==> src/rtl/ps2_pkg.sv <==
// Shared PS/2 definitions used by the host transmitter and the keyboard receiver.
//   ps2_tx_state_t : host transmitter FSM states
//   PS2_CMD_*      : common host-to-device command bytes
//   PS2_RSP_ACK    : device acknowledge byte
//   odd_parity()   : parity bit that makes the 9-bit data+parity field odd
package ps2_pkg;

  typedef enum logic [2:0] {
    StIdle,
    StInhibit,
    StReq,
    StSend,
    StWaitIdle,
    StDone
  } ps2_tx_state_t;

  localparam logic [7:0] PS2_CMD_SET_LED = 8'hED;
  localparam logic [7:0] PS2_CMD_RESET   = 8'hFF;
  localparam logic [7:0] PS2_RSP_ACK     = 8'hFA;

  function automatic logic odd_parity(input logic [7:0] data);
    return ~^data;
  endfunction

endpackage

==> src/rtl/ps2_line_sync.sv <==
// PS/2 pin conditioning: 2-FF synchronizers for PS2_CLK and PS2_DAT plus a
// falling-edge detector on the synchronized clock. Shared with the receiver.
//   clk, reset   : system clock, synchronous active-high reset
//   ps2_clk_i    : raw PS2_CLK pin level (asynchronous)
//   ps2_data_i   : raw PS2_DAT pin level (asynchronous)
//   clk_sync_o   : synchronized clock level
//   data_sync_o  : synchronized data level
//   fall_o       : one-cycle pulse on a 1->0 transition of clk_sync_o
module ps2_line_sync (
  input  logic clk,
  input  logic reset,
  input  logic ps2_clk_i,
  input  logic ps2_data_i,
  output logic clk_sync_o,
  output logic data_sync_o,
  output logic fall_o
);

  logic [1:0] clk_meta_q;
  logic [1:0] data_meta_q;
  logic       clk_prev_q;

  // Idle bus is high; resetting to 1 avoids a spurious fall after reset.
  always_ff @(posedge clk) begin
    if (reset) begin
      clk_meta_q  <= 2'b11;
      data_meta_q <= 2'b11;
      clk_prev_q  <= 1'b1;
    end else begin
      clk_meta_q  <= {clk_meta_q[0], ps2_clk_i};
      data_meta_q <= {data_meta_q[0], ps2_data_i};
      clk_prev_q  <= clk_meta_q[1];
    end
  end

  assign clk_sync_o  = clk_meta_q[1];
  assign data_sync_o = data_meta_q[1];
  assign fall_o      = clk_prev_q & ~clk_meta_q[1];

endmodule

==> src/rtl/ps2_host_tx.sv <==
// Host-to-device PS/2 transmitter: clock inhibit, start bit, 8 data bits LSB
// first, odd parity, stop bit, then samples the device acknowledge.
// Optional watchdog: define PS2_HOST_TX_TIMEOUT_EN to abort a transaction
// TIMEOUT_CYCLES cycles after the request-to-send; otherwise timeout_err is 0.
//   clk, reset          : system clock, synchronous active-high reset
//   tx_data, tx_valid   : command byte and request (taken when tx_ready)
//   tx_ready            : high only when idle
//   ps2_clk_in/data_in  : raw pin levels
//   ps2_clk_oe/data_oe  : 1 = pull the pin low, 0 = release
//   busy                : transaction in progress
//   done                : one-cycle end-of-transaction pulse
//   ack_err/timeout_err : one-cycle error pulses coincident with done
module ps2_host_tx
  import ps2_pkg::*;
#(
  parameter int unsigned INHIBIT_CYCLES = 6000,
  parameter int unsigned TIMEOUT_CYCLES = 750000
) (
  input  logic       clk,
  input  logic       reset,
  input  logic [7:0] tx_data,
  input  logic       tx_valid,
  output logic       tx_ready,
  input  logic       ps2_clk_in,
  input  logic       ps2_data_in,
  output logic       ps2_clk_oe,
  output logic       ps2_data_oe,
  output logic       busy,
  output logic       done,
  output logic       ack_err,
  output logic       timeout_err
);

  localparam int unsigned InhW = (INHIBIT_CYCLES > 1) ? $clog2(INHIBIT_CYCLES) : 1;
  localparam logic [InhW-1:0] InhLast = InhW'(INHIBIT_CYCLES - 1);

  logic clk_sync, data_sync, fall;

  ps2_line_sync u_sync (
    .clk         (clk),
    .reset       (reset),
    .ps2_clk_i   (ps2_clk_in),
    .ps2_data_i  (ps2_data_in),
    .clk_sync_o  (clk_sync),
    .data_sync_o (data_sync),
    .fall_o      (fall)
  );

  ps2_tx_state_t   state_q;
  logic [7:0]      data_q;
  logic            parity_q;
  logic [InhW-1:0] inh_cnt_q;
  logic [3:0]      bit_cnt_q;
  logic            ack_miss_q;
  logic            tx_ready_q, clk_oe_q, data_oe_q, busy_q, done_q, ack_err_q;
  logic            timeout;

`ifdef PS2_HOST_TX_TIMEOUT_EN
  localparam int unsigned TmoW = (TIMEOUT_CYCLES > 1) ? $clog2(TIMEOUT_CYCLES) : 1;
  localparam logic [TmoW-1:0] TmoLast = TmoW'(TIMEOUT_CYCLES - 1);

  logic [TmoW-1:0] wd_q;
  logic            tmo_err_q;

  // Held at zero until the request-to-send starts, so it counts from REQ entry.
  always_ff @(posedge clk) begin
    if (reset || state_q == StIdle || state_q == StInhibit) begin
      wd_q <= '0;
    end else begin
      wd_q <= wd_q + 1'b1;
    end
  end

  // DONE is excluded: it already ends the transaction with its own done pulse.
  assign timeout = (wd_q == TmoLast) &&
                   (state_q == StReq || state_q == StSend || state_q == StWaitIdle);
  assign timeout_err = tmo_err_q;
`else
  logic unused_timeout_cfg;
  assign unused_timeout_cfg = ^TIMEOUT_CYCLES;
  assign timeout     = 1'b0;
  assign timeout_err = 1'b0;
`endif

  always_ff @(posedge clk) begin
    if (reset) begin
      state_q    <= StIdle;
      data_q     <= '0;
      parity_q   <= 1'b0;
      inh_cnt_q  <= '0;
      bit_cnt_q  <= '0;
      ack_miss_q <= 1'b0;
      tx_ready_q <= 1'b0;
      clk_oe_q   <= 1'b0;
      data_oe_q  <= 1'b0;
      busy_q     <= 1'b0;
      done_q     <= 1'b0;
      ack_err_q  <= 1'b0;
`ifdef PS2_HOST_TX_TIMEOUT_EN
      tmo_err_q  <= 1'b0;
`endif
    end else begin
      done_q    <= 1'b0;
      ack_err_q <= 1'b0;
`ifdef PS2_HOST_TX_TIMEOUT_EN
      tmo_err_q <= 1'b0;
`endif
      unique case (state_q)
        StIdle: begin
          if (tx_valid && tx_ready_q) begin
            data_q     <= tx_data;
            parity_q   <= odd_parity(tx_data);
            inh_cnt_q  <= '0;
            clk_oe_q   <= 1'b1;
            busy_q     <= 1'b1;
            tx_ready_q <= 1'b0;
            state_q    <= StInhibit;
          end else begin
            tx_ready_q <= 1'b1;
          end
        end
        StInhibit: begin
          if (inh_cnt_q == InhLast) begin
            data_oe_q <= 1'b1;  // start bit overlaps the last inhibit cycle
            state_q   <= StReq;
          end else begin
            inh_cnt_q <= inh_cnt_q + 1'b1;
          end
        end
        StReq: begin
          clk_oe_q  <= 1'b0;
          bit_cnt_q <= '0;
          state_q   <= StSend;
        end
        StSend: begin
          if (fall) begin
            bit_cnt_q <= bit_cnt_q + 1'b1;
            // bit_cnt_q holds the number of falls seen before this one
            if (bit_cnt_q < 4'd8) begin
              data_oe_q <= ~data_q[bit_cnt_q[2:0]];
            end else if (bit_cnt_q == 4'd8) begin
              data_oe_q <= ~parity_q;
            end else if (bit_cnt_q == 4'd9) begin
              data_oe_q <= 1'b0;
            end else begin
              ack_miss_q <= data_sync;
              state_q    <= StWaitIdle;
            end
          end
        end
        StWaitIdle: begin
          if (clk_sync && data_sync) begin
            done_q    <= 1'b1;
            ack_err_q <= ack_miss_q;
            state_q   <= StDone;
          end
        end
        StDone: begin
          busy_q     <= 1'b0;
          tx_ready_q <= 1'b1;
          state_q    <= StIdle;
        end
        default: state_q <= StIdle;
      endcase

`ifdef PS2_HOST_TX_TIMEOUT_EN
      // Takes priority over any simultaneous fall handling above.
      if (timeout) begin
        state_q    <= StIdle;
        clk_oe_q   <= 1'b0;
        data_oe_q  <= 1'b0;
        busy_q     <= 1'b0;
        tx_ready_q <= 1'b1;
        done_q     <= 1'b1;
        ack_err_q  <= 1'b0;
        tmo_err_q  <= 1'b1;
      end
`endif
    end
  end

  assign tx_ready    = tx_ready_q;
  assign ps2_clk_oe  = clk_oe_q;
  assign ps2_data_oe = data_oe_q;
  assign busy        = busy_q;
  assign done        = done_q;
  assign ack_err     = ack_err_q;

endmodule

==> config.mk <==
export PLATFORM = sky130hd
export DESIGN_NAME = ps2_host_tx
export DESIGN_NICKNAME = d
export VERILOG_FILES = /design/src/rtl/ps2_pkg.sv /design/src/rtl/ps2_line_sync.sv /design/src/rtl/ps2_host_tx.sv
export SDC_FILE = /design/constraint.sdc
export NUM_CORES = 1
export LEC_CHECK = 0
export BUFFER_PORTS_ARGS = -buffer_cell sky130_fd_sc_hd__clkbuf_2
export CORE_MARGIN = 2
export CORE_UTILIZATION = 25
export DETAILED_ROUTE_END_ITERATION = 10
export PLACE_DENSITY_LB_ADDON = 0.2
export REMOVE_ABC_BUFFERS = 1
export SYNTH_ARGS = -nofsm -noshare
export SYNTH_HDL_FRONTEND = slang
export SYNTH_SLANG_ARGS = --single-unit
==> constraint.sdc <==
create_clock -name clk -period 1.7 [get_ports clk]
set_clock_uncertainty 0.05 [all_clocks]
set_input_delay 0.34 -clock clk [delete_from_list [all_inputs] [get_ports clk]]
set_output_delay 0.34 -clock clk [all_outputs]
set_load 0.005 [all_outputs]
==> results.toml, run 1 <==
[clock_network]
cts_htree_levels = 2
cts_hold_repair.buffers = 0
clkTransAtPathRegs_ns = 0.08
cts_tree = "built"
cts-root-buf = "clkbuf_8"
clock-sinks = 41
postCtsSetupBuffers = 0
numCtsBuffers = 5
insertion_delay_ns = 0.29
cts_buffer_depth = 2

[worst_setup_path]
worstPathMaxFanout = 4
crit_family = "simple AND/OR/NAND/NOR gates"
path_class = "reg -> reg"
slowest_stage = "or4b_4"
path_buf_inv = 0
path_cells = "or4b_4, or4_4, o21ai_2, and4bb_1"
cp_data_arrival_time_ns = 1.92
start_kind = "flop"
crit_path_max_incr_delay_ns = 0.54
endpoint_kind = "flop"
cp_data_required_time_ns = 1.89

[placed_design]
dp_hpwl_um = 3585
io_buffers = 18
gp_congestion = 0.7363
dpl-instance-area_um2 = 2440

[sta]
finalMaxSlewViolations = 0
max_clock_freq_mhz = 576.8
fin_tns_setup_ns = -0.03374
rsz0062_at_grt = "yes"
setup_ws_ns = -0.03374
setup_violations = 1
fin_crit_ns = 1.734
hold_viol = 0
finalCritPeriodShare_pct = 102.0

[yosys]
yosysUniqueCellTypes = 56
synth-edff-count = 0
synthArstFlopShare_pct = 0
avgSynthCellArea_um2 = 8.671
ys.flop_type = "dfxtp_1"
synth-seq-cells = 41
seq_area_frac_synth_pct = 41.15
synth_area_um2 = 1994
synthCells = 230
synth_warnings = 0

[outcome]
violations = "setup timing"
status = "finished with violations"

[drt]
drc_errors = 0
via_count = 1762
drt-total-wl_um = 4634
via_per_inst = 4.589
drt-pass1-iter-count = 6
drt_iter0_drc = 73
wl_per_cell_um = 12.07
antenna_left = 0

[global_route]
antenna_found_initial = 0
grt_overflow = 0
grt_usage_pct = 11.48
grt_use_met3_pct = 2.740
grt_max_degree = 12
grt_first_pass_wirelength_um = 7955
grt_pass1_vias = 1764
grt_use_met2_pct = 18.94
grt-busiest-layer = "met2"
met1_usage_pct = 14.51

[floorplan]
num_rows = 32
die_h_um = 93.32
core-area_um2 = 7727
die-area_um2 = 8708
start_util_pct = 25.81
io_pins = 20
die_w_um = 93.32

[power]
p_clk_share_pct = 33.3
combPwrFrac_pct = 11.8
peakVddDrop_uv = 223.8
intPower_mw = 1.389
p_leak_nw = 0.9834
power.density_nw_per_um2 = 722.4
seq_power_share_pct = 54.9
p_sw_mw = 0.4494
sw_frac_of_total_pct = 24.45

[final_layout]
finish.instance_area_um2 = 2545
syn_to_final_growth_pct = 27.60
finalNetCount = 298
drive_above_1_share_pct = 29.79
n_antenna_cell = 0

[min_path]
min_path_type = "in -> reg"

[job]
drv_cap = 0
==> timing repair <==
| action | in CTS | in global routing |
|---|---|---|
| endpoints found under the setup margin | 4 | 10 |
| gates resized for setup | 2 | 6 |
| pin swaps | 0 | 1 |
==> cells by family (layout without fill, tap and decap cells) <==
group | after synthesis | count (layout) | synth area share (%)
fa+ha+maj | 4 | 4 | 2.510
other cells | 1 | 1 | 0.1880
compound gates | 58 | 58 | 17.94
flops | 41 | 41 | 41.15
mux | 6 | 6 | 4.329
xor+xnor | 11 | 11 | 4.830
simple gates | 91 | 91 | 25.41
buf+inv | 18 | 70 | 3.639
==> power by group through the flow <==
stage | combinational (mW) | sequential, mW | clock (mW)
floorplan | 0.109 | 1.03 | 0
global placement | 0.218 | 1.03 | 0
detailed placement | 0.218 | 1.03 | 0
CTS | 0.219 | 1.01 | 0.653
global route | 0.242 | 1.01 | 0.691
finish | 0.218 | 1.01 | 0.612
==> metal layers <==
layer | wire length, um | up-vias
li1 | - | 916
met1 | 2260 | 812
met2 | 2189 | 29
met3 | 123 | 5
met4 | 60 | 0
met5 | 0 | -
==> sequential cells by signal (all words and copies together) (netlist names), 2 cells and up <==
| register | cells |
|---|---|
| data_q | 8 |
| u_sync.data_meta_q | 2 |
| inh_cnt_q | 13 |
| bit_cnt_q | 4 |
| u_sync.clk_meta_q | 2 |
| state_q | 3 |
==> final cells by class <==
cell class / count / area, um2
Sequential cell: 41 / 823.3
Tap cell: 102 / 127.6
Clock buffer: 8 / 80.08
Fill cell: 823 / 5182
Timing Repair Buffer: 54 / 360.3
Inverter: 8 / 30.03
Multi-Input combinational cell: 171 / 1124
==> cells in the mapped netlist, drive strengths merged, types with 4 or more instances <==
master | number | share of area [%]
dfxtp | 41 | 41
a21oi | 27 | 6.8
nand2 | 27 | 5.1
nand3 | 14 | 3.5
o21ai | 12 | 3.2
nor2 | 10 | 1.9
clkbuf | 8 | 1.5
inv | 8 | 1.5
xnor2 | 7 | 3.1
or2 | 6 | 1.9
ha | 4 | 2.5
nand2b | 4 | 1.3
nand4 | 4 | 1.3
nor3 | 4 | 1.3
or3 | 4 | 1.3
xor2 | 4 | 1.8
==> stage by stage <==
step | worst slack (ns) | utilization [%] | instances | power (mW) | hold WS (ns)
after floorplan | -0.1923 | - | 220 | 1.139 | 0.3395
after global placement | -0.04581 | 31.57 | 376 | 1.249 | 0.3503
after detailed placement | -0.09340 | 31.57 | 376 | 1.250 | 0.3541
after CTS | -0.04382 | 32.66 | 384 | 1.880 | 0.1746
after global routing | -0.09108 | 32.93 | 384 | 1.947 | 0.1780
final | -0.03374 | 32.93 | 384 | 1.838 | 0.1874
==> cells in the final DEF (no fill, tap or decap), types with 3 or more instances in the layout <==
| cell | Yosys | final |
|---|---|---|
| clkbuf_8 | 0 | 5 |
| nor2_1 | 10 | 10 |
| clkbuf_2 | 0 | 18 |
| inv_1 | 8 | 8 |
| nand2b_1 | 4 | 4 |
| nand3_1 | 14 | 14 |
| buf_4 | 1 | 36 |
| clkbuf_1 | 8 | 3 |
| nand4_1 | 4 | 4 |
| or3_1 | 3 | 3 |
| dfxtp_1 | 41 | 39 |
| nand2_1 | 27 | 27 |
| xor2_1 | 4 | 4 |
| or2_2 | 6 | 6 |
| o21ai_0 | 10 | 9 |
| nor3_1 | 3 | 3 |
| ha_1 | 4 | 3 |
| a21oi_1 | 27 | 27 |
| xnor2_1 | 7 | 7 |
| mux2i_1 | 3 | 3 |
==> final timing paths <==
kind / cells past startpoint / slack (ns) / from / endpoint
setup / recovery: 4 / -0.03 / inh_cnt_q[4] / ps2_data_oe
hold / removal: 2 / 0.19 / ps2_clk_in / u_sync.clk_meta_q[0]
setup reg to reg: 4 / -0.03 / inh_cnt_q[4] / ps2_data_oe
hold reg to reg: 1 / 0.37 / u_sync.clk_meta_q[0] / u_sync.clk_meta_q[1]
Note: power is estimated with default switching activity, not from simulation.
==> inputs of run 2 (changes only) <==
--- a/config.mk
+++ b/config.mk
@@ -10,6 +10,7 @@
 export CORE_UTILIZATION = 25
 export DETAILED_ROUTE_END_ITERATION = 10
 export PLACE_DENSITY_LB_ADDON = 0.2
+export RECOVER_POWER = 25
 export REMOVE_ABC_BUFFERS = 1
 export SYNTH_ARGS = -nofsm -noshare
 export SYNTH_HDL_FRONTEND = slang
==> run 2 against run 1 <==
Final area down 0.49%; worst hold slack about the same; the flow still finishes with violations (setup timing); highest routed layer unchanged; combinational power about the same.
==> results.toml, run 2 (synthesis gave the netlist of run 1 again) <==
[final_layout]
largest_register = "inh_cnt_q"
finalNetCount = 298
syn_to_final_growth_pct = 26.98
drive_above_1_share_pct = 27.66
n_antenna_cell = 0
mostFrequentLayoutCell = "dfxtp_1"
multiInputGateArea_um2 = 1124
final_cell_mix = "39 x dfxtp_1, 34 x buf_4, 27 x nand2_1, 27 x a21oi_1"
regArea_um2 = 823.3
fillers = 828
largest_reg_flops = 13
reg.largest.list = "inh_cnt_q (13), data_q (8), bit_cnt_q (4)"
finish.instance_area_um2 = 2532

[worst_setup_path]
rr_startpoint = "inh_cnt_q[4]"
slowest_stage = "or4b_4"
start_kind = "flop"
rrSetupSlack_ns = -0.04
reg2reg_to = "ps2_data_oe"
worstSetupStartpoint = "inh_cnt_q[4]"
path_cells = "or4b_4, or4_4, o21ai_2, and4bb_1"
cp_data_required_time_ns = 1.88
endpoint_kind = "flop"
crit_path_max_incr_delay_ns = 0.54
cp_data_arrival_time_ns = 1.92
worstPathMaxFanout = 4
path_class = "reg -> reg"
reg2reg_depth = 4

[outcome]
violations = "setup timing"
status = "finished with violations"

[min_path]
min_to = "u_sync.clk_meta_q[0]"
min_from = "ps2_clk_in"
min_path_type = "in -> reg"
hold_path_depth = 2

[global_route]
grt_pass1_vias = 1764
grt_max_degree = 12
antenna_found_initial = 0
grt_overflow = 0
grt_first_pass_wirelength_um = 7955
grt_usage_pct = 11.48

[clock_network]
cts_htree_levels = 2
postCtsSetupBuffers = 0
clkTransAtPathRegs_ns = 0.08
cts_hold_repair.buffers = 0
cts_tree = "built"
insertion_delay_ns = 0.29
numCtsBuffers = 5
cts-root-buf = "clkbuf_8"
cts_buffer_depth = 2
clock-sinks = 41

[placed_design]
pre_cts_ws_ns = -0.09340
io_buffers = 18
dp_hpwl_um = 3585
gp_congestion = 0.7363
dpl-instance-area_um2 = 2440

[floorplan]
die-area_um2 = 8708
die_w_um = 93.32
start_util_pct = 25.81
num_rows = 32
io_pins = 20
core-area_um2 = 7727
die_h_um = 93.32

[power]
p_sw_mw = 0.4518
sw_frac_of_total_pct = 24.58
intPower_mw = 1.387
peakVddDrop_uv = 225.0
p_leak_nw = 0.9627
p_clk_share_pct = 33.4
report.power.total_mw = 1.838
power.density_nw_per_um2 = 726.0
seq_power_share_pct = 54.9
combPwrFrac_pct = 11.8

[sta]
rsz0062_at_grt = "yes"
finalMaxSlewViolations = 0
hold_viol = 0
setup_ws_ns = -0.03676
whs_ns = 0.1873
setup_violations = 2
max_clock_freq_mhz = 575.8
finalCritPeriodShare_pct = 102.2
fin_crit_ns = 1.737

[drt]
drt-pass1-iter-count = 4
drt_iter0_drc = 69
via_count = 1757
drc_errors = 0
drt-total-wl_um = 4653
wl_per_cell_um = 12.12
via_per_inst = 4.576
antenna_left = 0

[job]
drv_cap = 0
==> run 2: power by group through the flow <==
stage | clock, mW | sequential [mW] | combinational (mW)
global route | 0.691 | 1.01 | 0.240
global placement | 0 | 1.03 | 0.218
finish | 0.613 | 1.01 | 0.216
detailed placement | 0 | 1.03 | 0.218
floorplan | 0 | 1.03 | 0.109
CTS | 0.653 | 1.01 | 0.219
==> run 2: critical path: cells and delay by family (launching register included) <==
| family | cells | cell delay (ns) |
|---|---|---|
| AOI/OAI and AO/OA | 1 | 0.12 |
| DFF | 1 | 0.32 |
| and+or+nand+nor | 3 | 1.19 |
==> run 2: worst max-delay path by stage <==
stage / to / slack, ns / depth (start not counted)
6_report: ps2_data_oe / -0.04 / 4
5_1_grt: ps2_data_oe / -0.09 / 4
4_1_cts: ps2_data_oe / -0.04 / 4
3_5_place_dp: ack_miss_q / -0.09 / 6
3_3_place_gp: ack_miss_q / -0.05 / 6
2_1_floorplan: ack_miss_q / -0.19 / 6
==> run 2: cell type report <==
type / count / area share, %
Clock buffer: 8 / 3.162
Inverter: 8 / 1.186
Multi-Input combinational cell: 171 / 44.37
Sequential cell: 41 / 32.51
Tap cell: 102 / 5.040
Timing Repair Buffer: 54 / 13.74
==> run 2: what timing repair did <==
item,in CTS,in global routing
setup endpoints to repair,4,10
pin swaps,0,1
gates resized for setup,2,6
==> run 2: metal layers <==
layer	wire length (um)	up-vias	track usage (%)	part of all wire, %
li1	-	916	-	-
met1	2287	812	14.51	49
met2	2198	25	18.94	47
met3	112	4	2.740	2.4
met4	54	0	4.289	1.2
met5	0	-	0	0
==> run 2: metrics by stage <==
stage,instances,TNS [ns],util (%)
final,384,-0.04085,32.77
after global routing,384,-0.2506,32.77
after CTS,384,-0.06758,32.66
after detailed placement,376,-0.1356,31.57
after global placement,376,-0.06600,31.57
after floorplan,220,-0.3441,-
